**src/rtl/mem_stage_pkg.sv**
```systemverilog
// Shared constants for the memory stage: bus widths, load-type codes and
// the load-wait state encoding.
package mem_stage_pkg;

    localparam int ES_TO_MS_BUS_WD = 74;
    localparam int MS_TO_WS_BUS_WD = 70;
    localparam int MS_FWD_BUS_WD   = 39;

    localparam logic [2:0] LD_W  = 3'd0;
    localparam logic [2:0] LD_B  = 3'd1;
    localparam logic [2:0] LD_BU = 3'd2;
    localparam logic [2:0] LD_H  = 3'd3;
    localparam logic [2:0] LD_HU = 3'd4;

    typedef enum logic [1:0] {
        MS_IDLE = 2'd0,
        MS_WAIT = 2'd1,
        MS_HOLD = 2'd2
    } ms_state_e;

endpackage

```
**src/rtl/mem_stage_load_align.sv**
```systemverilog
// Combinational load extractor: picks the byte/half addressed by the offset
// and sign- or zero-extends it. Unknown load codes behave as a full word.
module mem_stage_load_align
    import mem_stage_pkg::*;
(
    input  logic [2:0]  ld_type,
    input  logic [1:0]  offset,
    input  logic [31:0] word,
    output logic [31:0] result
);

    logic [7:0]  byte_lane [4];
    logic [15:0] half_lane [2];

    genvar gi;
    generate
        for (gi = 0; gi < 4; gi++) begin : g_byte
            assign byte_lane[gi] = word[8*gi +: 8];
        end
        for (gi = 0; gi < 2; gi++) begin : g_half
            assign half_lane[gi] = word[16*gi +: 16];
        end
    endgenerate

    logic [7:0]  sel_byte;
    logic [15:0] sel_half;

    assign sel_byte = byte_lane[offset];
    assign sel_half = half_lane[offset[1]];

    always_comb begin
        result = word;
        case (ld_type)
            LD_B:    result = {{24{sel_byte[7]}}, sel_byte};
            LD_BU:   result = {24'd0, sel_byte};
            LD_H:    result = {{16{sel_half[15]}}, sel_half};
            LD_HU:   result = {16'd0, sel_half};
            default: result = word;
        endcase
    end

endmodule

```
**src/rtl/mem_stage.sv**
```systemverilog
// Pipeline memory stage: latches the EXE bus, waits for load data with a
// hold register so returned data survives a WB stall, and feeds WB and ID.
module mem_stage
    import mem_stage_pkg::*;
(
    input  logic                       clk,
    input  logic                       reset,
    input  logic                       ws_allowin,
    output logic                       ms_allowin,
    input  logic                       es_to_ms_valid,
    input  logic [ES_TO_MS_BUS_WD-1:0] es_to_ms_bus,
    output logic                       ms_to_ws_valid,
    output logic [MS_TO_WS_BUS_WD-1:0] ms_to_ws_bus,
    input  logic                       data_sram_data_ok,
    input  logic [31:0]                data_sram_rdata,
    output logic [MS_FWD_BUS_WD-1:0]   ms_fwd_bus
);

    logic                       ms_valid_reg;
    logic [ES_TO_MS_BUS_WD-1:0] bus_reg;
    logic [31:0]                hold_data_reg;
    ms_state_e                  state_reg, state_next;

    logic [2:0]  ld_type;
    logic        res_from_mem;
    logic        gr_we;
    logic [4:0]  dest;
    logic [31:0] alu_res;
    logic [31:0] pc;

    assign {ld_type, res_from_mem, gr_we, dest, alu_res, pc} = bus_reg;

    logic ms_ready_go;
    logic capture;
    logic load_capture;
    logic hold_write;

    always_comb begin
        ms_ready_go = 1'b1;
        if (res_from_mem) begin
            case (state_reg)
                MS_WAIT: ms_ready_go = data_sram_data_ok;
                MS_HOLD: ms_ready_go = 1'b1;
                default: ms_ready_go = 1'b0;
            endcase
        end
    end

    assign ms_allowin     = !ms_valid_reg || (ms_ready_go && ws_allowin);
    assign ms_to_ws_valid = ms_valid_reg && ms_ready_go;
    assign capture        = es_to_ms_valid && ms_allowin;
    assign load_capture   = capture && es_to_ms_bus[ES_TO_MS_BUS_WD-4];
    assign hold_write     = (state_reg == MS_WAIT) && data_sram_data_ok && !ws_allowin;

    // Stray data_ok in IDLE or HOLD has no effect on the state.
    always_comb begin
        state_next = state_reg;
        case (state_reg)
            MS_IDLE: if (load_capture) state_next = MS_WAIT;
            MS_WAIT: begin
                if (data_sram_data_ok) begin
                    if (ws_allowin) state_next = load_capture ? MS_WAIT : MS_IDLE;
                    else            state_next = MS_HOLD;
                end
            end
            MS_HOLD: if (ws_allowin) state_next = load_capture ? MS_WAIT : MS_IDLE;
            default: state_next = MS_IDLE;
        endcase
    end

    always_ff @(posedge clk) begin
        if (reset) begin
            ms_valid_reg  <= 1'b0;
            bus_reg       <= '0;
            hold_data_reg <= 32'd0;
            state_reg     <= MS_IDLE;
        end else begin
            state_reg <= state_next;
            if (ms_allowin) ms_valid_reg <= es_to_ms_valid;
            if (capture)    bus_reg      <= es_to_ms_bus;
            if (hold_write) hold_data_reg <= data_sram_rdata;
        end
    end

    logic [31:0] load_word;
    logic [31:0] load_result;
    logic [31:0] final_result;

    assign load_word = (state_reg == MS_HOLD) ? hold_data_reg : data_sram_rdata;

    mem_stage_load_align u_load_align (
        .ld_type (ld_type),
        .offset  (alu_res[1:0]),
        .word    (load_word),
        .result  (load_result)
    );

    assign final_result = res_from_mem ? load_result : alu_res;
    assign ms_to_ws_bus = {gr_we, dest, final_result, pc};

    logic fwd_we;
    logic fwd_pending;

    assign fwd_we      = ms_valid_reg && gr_we;
    assign fwd_pending = ms_valid_reg && res_from_mem && (state_reg == MS_WAIT)
                         && !data_sram_data_ok;
    assign ms_fwd_bus  = {fwd_we, fwd_pending, dest, final_result};

endmodule
```
**config.mk**
```make
export PLATFORM = sky130hd
export DESIGN_NAME = mem_stage
export DESIGN_NICKNAME = d
export VERILOG_FILES = /design/src/rtl/mem_stage_pkg.sv /design/src/rtl/mem_stage_load_align.sv /design/src/rtl/mem_stage.sv
export SDC_FILE = /design/constraint.sdc
export NUM_CORES = 1
export LEC_CHECK = 0
export BUFFER_PORTS_ARGS = -buffer_cell sky130_fd_sc_hd__buf_2
export CELL_PAD_IN_SITES_DETAIL_PLACEMENT = 0
export CELL_PAD_IN_SITES_GLOBAL_PLACEMENT = 1
export CORE_MARGIN = 2
export CORE_UTILIZATION = 33
export DETAILED_ROUTE_END_ITERATION = 8
export GPL_TIMING_DRIVEN = 0
export PLACE_DENSITY = 0.81
export SKIP_CTS_REPAIR_TIMING = 1
export SYNTH_ARGS = -nofsm -noshare
export SYNTH_HDL_FRONTEND = slang
export SYNTH_HIERARCHICAL = 1
export SYNTH_SLANG_ARGS = --single-unit
```
**constraint.sdc**
```tcl
create_clock -name clk -period 2.9 [get_ports clk]
set_input_delay 0.435 -clock clk [delete_from_list [all_inputs] [get_ports clk]]
set_output_delay 0.435 -clock clk [all_outputs]
set_load 0.03 [all_outputs]
```
# After elaboration in Yosys (flattened, before gate mapping)
# Cells that the tools add are included.
totals:
  reg_bits: 109
  elab_cells: 50
  input_bits: 111
classes:
  eq_ne: 9
  mux: 17
  magnitude_cmp: 2
  bitwise: 2
  reduce_logical: 16
op_table:
  columns: ["operator", "n"]
  rows:
  - ["32-bit one-hot mux with 4 select lines", 1]
  - ["32-bit two-way mux", 2]
  - ["16-bit two-way mux", 3]
  - ["8-bit binary-select mux with 2-bit select", 1]
  - ["8-bit two-way mux", 2]
  - ["1-bit logical AND", 10]
  - ["2-bit two-way mux", 4]
  - ["3-bit by 2-bit equality test with 1-bit output, second input constant", 2]
  - ["2-bit != test, second input constant", 3]
  - ["2-bit one-hot mux with 3 select lines", 1]
  - ["3-bit by 1-bit equality test with 1-bit output, second input constant", 1]
  - ["3-bit equality test, second input constant", 1]
  - ["3-bit >= comparator, second input constant", 1]
  - ["1-bit logical NOT", 3]
  - ["2-bit NOT with 3-bit output", 1]
  - ["3-bit AND reduction", 1]
  - ["2-bit by 1-bit equality test with 1-bit output, second input constant", 1]
  - ["2-bit equality test, second input constant", 1]
  - ["2-bit >= comparator, second input constant", 1]
  - ["2-bit logical NOT", 1]
  - ["1-bit two-way mux", 2]
  - ["1-bit NOT with 2-bit output", 1]
  - ["1-bit one-hot mux with 2 select lines", 1]
  - ["1-bit logical OR", 1]

# Logic depth before layout (Yosys ltp)
# Gate-level depths: netlist of the first run.
logic_depth:
  ltp_word: 11
  ltp_mapped: 12

# Hierarchy
# The synthesis of the first run kept the hierarchy.
modules_own_cells:
  columns: ["mod", "area_each_um2", "instances", "seq_area_each_um2", "cells_per_inst"]
  rows:
  - ["mem_stage", 5401.4, 1, 2182.1, 653]
  - ["mem_stage_load_align", 924.6, 1, 0.0, 125]

# Least setup slack after synthesis of the first run
# Ideal clock, no wire load.
synth_timing:
  path_type: "flip-flop to output port"
  startpoint: "reg state_reg[0]"
  endpoint: "out ms_to_ws_bus[41]"
  stages_incl_launch_ff: 12
  n_path_buf: 3
  arrival_time_ps: 2895
  path_slack_ps: -430
  required_time_ps: 2465
  cell_sequence: "dfxtp_1 -> inv_1 -> ha_1 -> clkbuf_1 -> buf_2 -> mux2_2 -> mux2_4 -> a221oi_4 -> a211oi_1 -> a221o_1 -> mux2_2 -> buf_4"
synth_via:
  elab_chain_cells: 7
  elab_cells_between_ends: 10
  cone_classes: "eq/ne: 1; mux: 9"
synth_lines:
  columns: ["item", "line_no", "source"]
  rows:
  - ["start, declared", "mem_stage.sv:22", "ms_state_e state_reg, state_next;"]
  - ["start signal, assigned", "mem_stage.sv:78", "state_reg <= state_next;"]
  - ["2-bit equality test", "mem_stage.sv:89", "assign load_word = (state_reg == MS_HOLD) ? hold_data_reg : data_sram_rdata;"]
  - ["32-bit two-way mux", "mem_stage.sv:89", null]
  - ["named net load_word[15]", "mem_stage.sv:85", "logic [31:0] load_word;"]
  - ["8-bit binary-select mux with 2-bit select", "mem_stage_load_align.sv:28", "assign sel_byte = byte_lane[offset];"]
  - ["8-bit two-way mux (not written as such) (2 in a row)", "mem_stage_load_align.sv:28", null]
  - ["32-bit one-hot mux with 4 select lines", "mem_stage_load_align.sv:33", "case (ld_type)"]
  - ["named net load_result[9]", "mem_stage.sv:86", "logic [31:0] load_result;"]
  - ["32-bit two-way mux", "mem_stage.sv:98", "assign final_result = res_from_mem ? load_result : alu_res;"]
  - ["end, declared", "mem_stage.sv:13", "output logic [MS_TO_WS_BUS_WD-1:0] ms_to_ws_bus,"]
# The timed path passes the listed nets, and every way through them passes these cells. The select of a mux whose other input is x is not followed.

# Worst setup path in the final report of the first run
layout_timing:
  startpoint: "reg state_reg[0]"
  endpoint: "out ms_to_ws_bus[44]"
# The elaborated chain is that of the path after synthesis.

==> results of run 1 <==
per-stage QoR:
stage,TNS (ps),total power [mW],area (um^2)
after global placement,-15380,3.079,7930
after global routing,-32810,4.822,9128
final,-29140,4.624,9128
after detailed placement,-15890,3.088,7930
after floorplan,-1698,2.683,6531
after CTS,-38970,4.407,8238
metal layers:
layer / vias to the layer above / GRT usage (%) / wire length (um)
met5: - / 0 / 16
met4: 2 / 5.680 / 486
met3: 31 / 5.619 / 1527
met2: 233 / 34.36 / 10460
met1: 2842 / 24.02 / 8795
li1: 3061 / - / -
worst paths after layout:
path,depth (start not counted),slack [ps],start,end
min,3,300,es_to_ms_bus[68],bus_reg[68]
min reg2reg,2,450,hold_data_reg[4],hold_data_reg[4]
max reg2reg,9,800,state_reg[0],bus_reg[35]
max,12,-710,state_reg[0],ms_to_ws_bus[44]
area by class of cell:
cell class              count  share of cell area [%]
plain buffers             131                   11.41
clock buffers              10                   2.618
clock inverters             6                  0.7539
inverters                   7                  0.3153
multi-input cells         530                   39.19
flip-flops and latches    109                   23.96
well taps                 234                   3.208
repair buffers            246                   18.55
worst max-delay path, stage by stage, from the launching register on:
cell and delay (ps):
dfxtp_2 340, inv_4 60, ha_4 240, buf_8 160, mux2_4 340, mux2_4 290
a221oi_4 280, buf_6 170, a211oi_1 70, a221o_1 320, mux2_4 290, buf_6 110
buf_6 130
where the power goes:
group	total (mW)	leakage (nW)	switching [mW]	internal, mW
sequential	1.63	0.894	0.0504	1.58
combinational	1.68	3.18	0.910	0.772
clock	1.31	0.149	0.609	0.701
cell families (layout without fill, tap and decap cells):
| kind of cell | after synthesis | after routing | synth area share [%] |
|---|---|---|---|
| AOI/OAI and AO/OA | 176 | 176 | 17.88 |
| xor gates and xnor gates | 2 | 2 | 0.2769 |
| buffers and inverters | 139 | 400 | 14.48 |
| and+or+nand+nor | 264 | 264 | 17.13 |
| DFF | 109 | 109 | 34.49 |
| muxes | 82 | 82 | 14.60 |
| adders and majority gates | 6 | 6 | 1.147 |
placed cells by master, fill, tap and decap left out, drive strengths merged, types with 2 or more instances in the layout:
cell	count
o21a	7
nand3b	3
mux2	66
buf	356
o221ai	7
nor2	6
and2	2
a221o	9
nand2	235
a21oi	109
o22ai	2
nand3	3
o21ai	7
a211oi	9
and3	3
clkinv	2
mux2i	15
dfxtp	109
clkbuf	31
a211o	2
a21o	18
inv	9
nor2b	6
ha	5
==> flow_metrics.tcl, run 1 <==
set metrics [dict create \
    syn_area_mm2 0.006326 \
    grt_overflow_total 0 \
    htreeDepth 3 \
    synth_flop_cell "dfxtp_1" \
    syn_avg_cell_area_um2 8.131 \
    ff_latch_area_mm2 0.002187 \
    cp_max_fo 8 \
    track_usage_pct 19.86 \
    first_global_vias 5711 \
    start_kind "register" \
    antenna_found_initial 2 \
    drc 0 \
    synth.top_cell.area_share_pct 34.49 \
    yosys.cell_types.count 51 \
    dp.cells 1233 \
    p_per_area_mw_per_mm2 506.6 \
    gp_congestion 0.8581 \
    dieArea_mm2 0.02029 \
    post-route-period-util_pct 124.6 \
    row_count 50 \
    synth_cells 778 \
    place_hpwl_um 15620 \
    yosysSeqAreaShare_pct 34.49 \
    outcome "complete, but fails checks" \
    io_pins 222 \
    hold_class "input pin to register" \
    grt_start_max_net_pins 19 \
    wl_per_cell_um 16.72 \
    die_h_um 142.5 \
    synth-seq-cells 109 \
    syn_nets 894 \
    fmaxAchievable_mhz 276.8 \
    clkTransAtPathRegs_ps 80 \
    start_util_pct 33.71 \
    setup_slack_ps -713.0 \
    core_mm2 0.01877 \
    ys_async_sr_fraction_pct 0 \
    drt_iter0_drc 321 \
    final_core_util_pct 48.63 \
    p_leak_nw 4.226 \
    violations "negative setup slack" \
    slew_violations 0 \
    synth_top_area_cell "dfxtp_1" \
    yosys-top-cells-count "225 x nand2_1, 109 x dfxtp_1, 99 x a21oi_1" \
    cts.sinks 109 \
    whs_ps 301.3 \
    drt-pass1-iter-count 5 \
    grt_pass1_wl_um 31020 \
    rsz0062_at_grt "yes" \
    drv_cap 0 \
    vias_per_cell 4.846 \
    irDropWorstVdd_uv 308.0 \
    cp.arrival_ps 3180 \
    layout-drive-gt1-share_pct 46.87 \
    period_needed_ps 3613 \
    port_buffers 221 \
    wl_um 21290 \
    clock_latency_ps 360 \
    ant_nets 0 \
    area_growth_pct 44.28 \
    worst_clock_skew_ps 7.419 \
    numCtsBuffers 9 \
    finalSetupViolCount 61 \
    num-fill-cells 1869 \
    synth_warnings 6 \
    timing.critical_path.required_ps 2470 \
    via_count 6169 \
    largest_reg_flops 74 \
    dpl_worst_slack_ps -522.3 \
    die_width_um 142.5 \
    synth_edf_count 0 \
    yosysMostFrequentCell "nand2_1" \
    slew_headroom_pct 47.74 \
    tightest_slew_ps 784.0 \
    hold_viol 0 \
    finalNonFillerCells 1273 \
    finish.net_count 1150 \
    crit_path_end_kind "output pin" \
    multiInputGateArea_mm2 0.003577 \
    cts_tree "yes" \
    criticalPathCategory "register to output pin" \
    synth_area_leaders "dfxtp_1 34%, nand2_1 13%, mux2_2 11%" \
    diodes 0 \
    clock_path_buffers 2 \
    cts_root_buf "clkbuf_16" \
]
(Power assumes the default switching activity.)
==> run 2: changes to the inputs <==
--- a/config.mk
+++ b/config.mk
@@ -13,6 +13,7 @@
 export DETAILED_ROUTE_END_ITERATION = 8
 export GPL_TIMING_DRIVEN = 0
 export PLACE_DENSITY = 0.81
+export SETUP_SLACK_MARGIN = 0.15
 export SKIP_CTS_REPAIR_TIMING = 1
 export SYNTH_ARGS = -nofsm -noshare
 export SYNTH_HDL_FRONTEND = slang
==> run 2 against run 1 <==
  * The flow still finishes with violations (negative setup slack)
  * Combinational power about the same
  * Cell count barely moved
  * Routed wire length grew 0.63%
==> flow_metrics.tcl, run 2 (synthesis gave the netlist of run 1 again) <==
set metrics [dict create \
    outcome "complete, but fails checks" \
    violations "negative setup slack" \
    reg2reg_slack_ps 680 \
    layout_commonest_cell "nand2_1" \
    tightest_slew_ps 787.3 \
    track_usage_pct 19.81 \
    hold_class "input pin to register" \
    ff_latch_area_mm2 0.002190 \
    largest_reg_flops 74 \
    rsz0062_at_grt "yes" \
    max_stage_delay_ps 370 \
    io_pins 222 \
    wl_um 21420 \
    first_global_vias 5582 \
    drt_iter0_drc 279 \
    core_mm2 0.01877 \
    wl_per_cell_um 16.84 \
    finalNonFillerCells 1272 \
    drt-pass1-iter-count 5 \
    drc 0 \
    post-route-period-util_pct 125.1 \
    cts_tree "yes" \
    htreeDepth 3 \
    cp.arrival_ps 3190 \
    via_count 6098 \
    grt_overflow_total 0 \
    whs_ps 307.3 \
    drv_cap 0 \
    whs_endpoint "bus_reg[3]" \
    finish.net_count 1148 \
    reg2reg_depth 10 \
    layout-drive-gt1-share_pct 46.67 \
    period_needed_ps 3627 \
    clock_latency_ps 360 \
    cts.sinks 109 \
    die_h_um 142.5 \
    clock_path_buffers 2 \
    finalSetupViolCount 61 \
    path_delay_family "multiplexers" \
    ant_nets 0 \
    antenna_found_initial 3 \
    grt_start_max_net_pins 19 \
    crit_path_cell_trace "inv_4 -> ha_4 -> buf_12 -> buf_8 -> mux2_4 -> mux2_4 -> a221oi_4 -> buf_6 -> a211oi_1 -> a221o_1 -> mux2_4 -> buf_6 -> buf_6" \
    row_count 50 \
    num-fill-cells 1873 \
    worst_clock_skew_ps 5.138 \
    holdPathStages 3 \
    cp_max_fo 8 \
    clkTransAtPathRegs_ps 80 \
    numCtsBuffers 9 \
    area_growth_pct 43.35 \
    slew_violations 0 \
    fmaxAchievable_mhz 275.7 \
    p_per_area_mw_per_mm2 509.8 \
    die_width_um 142.5 \
    r2r-start "state_reg[0]" \
    reg2reg_to "bus_reg[71]" \
    critPathSlowestCell "dfxtp_4" \
    cts_root_buf "clkbuf_16" \
    slew_headroom_pct 47.52 \
    place_hpwl_um 15970 \
    final_cell_mix "224 x nand2_1, 184 x buf_2, 107 x dfxtp_1" \
    timing.critical_path.required_ps 2470 \
    p_leak_nw 4.200 \
    start_util_pct 33.71 \
    hold_viol 0 \
    grt_pass1_wl_um 31030 \
    irDropWorstVdd_uv 357.8 \
    vias_per_cell 4.794 \
    crit_path_end_kind "output pin" \
    port_buffers 221 \
    multiInputGateArea_mm2 0.003543 \
    start_kind "register" \
    total_power_mw 4.623 \
    min_from "es_to_ms_bus[3]" \
    setup_slack_ps -726.7 \
    criticalPathCategory "register to output pin" \
    final_core_util_pct 48.32 \
    dieArea_mm2 0.02029 \
    cp_num_buf_inv 6 \
    gp_congestion 0.8494 \
    dp.cells 1233 \
]
## run 2: worst max-delay path by stage
stage                             endpoint  slack (ps)    startpoint  depth (start not counted)
after global placement    ms_to_ws_bus[42]        -530  state_reg[0]                         12
after floorplan           ms_to_ws_bus[40]        -140  state_reg[0]                         11
after detailed placement  ms_to_ws_bus[42]        -540  state_reg[0]                         12
after CTS                 ms_to_ws_bus[42]        -940  state_reg[0]                         12
final                     ms_to_ws_bus[44]        -730  state_reg[0]                         13
after global routing      ms_to_ws_bus[44]        -780  state_reg[0]                         13
## run 2: cell type report
| type | instances | share of cell area, % |
|---|---|---|
| Tap cell | 234 | 3.228 |
| Antenna cell | 1 | 0.02759 |
| Sequential cell | 109 | 24.14 |
| Inverter | 7 | 0.3173 |
| Clock buffer | 11 | 2.787 |
| Multi-Input combinational cell | 530 | 39.07 |
| Timing Repair Buffer | 243 | 18.03 |
| Clock inverter | 5 | 0.7174 |
| Buffer | 132 | 11.67 |
## run 2: metrics by stage
stage          area, um^2  setup WS [ps]  TNS (ps)
6_report             9069         -726.7    -29140
3_3_place_gp         7968         -531.0    -15390
5_1_grt              9066         -780.8    -32500
4_1_cts              8285         -944.0    -38280
2_1_floorplan        6569         -135.0     -1698
3_5_place_dp         7968         -542.1    -15860
## run 2: per-layer routing
metal / GRT usage [%] / wire, um / share of wire, %
met1: 24.38 / 8911 / 42
met2: 33.98 / 10620 / 50
met3: 5.619 / 1482 / 6.9
met4: 5.159 / 366 / 1.7
met5: 0 / 41 / 0.19
## run 2: worst min-delay path, delay by kind of cell
| family | cells | cell delay, ps |
|---|---|---|
| buffers and inverters | 1 | 90 |
| AO/OA/AOI/OAI | 1 | 50 |
| AND/OR/NAND/NOR | 1 | 40 |
## run 2: where the power goes
| group | switching (mW) | total, mW | leakage [nW] | internal (mW) |
|---|---|---|---|---|
| Sequential | 0.0525 | 1.63 | 0.895 | 1.58 |
| Clock | 0.608 | 1.34 | 0.157 | 0.728 |
| Combinational | 0.899 | 1.65 | 3.15 | 0.756 |
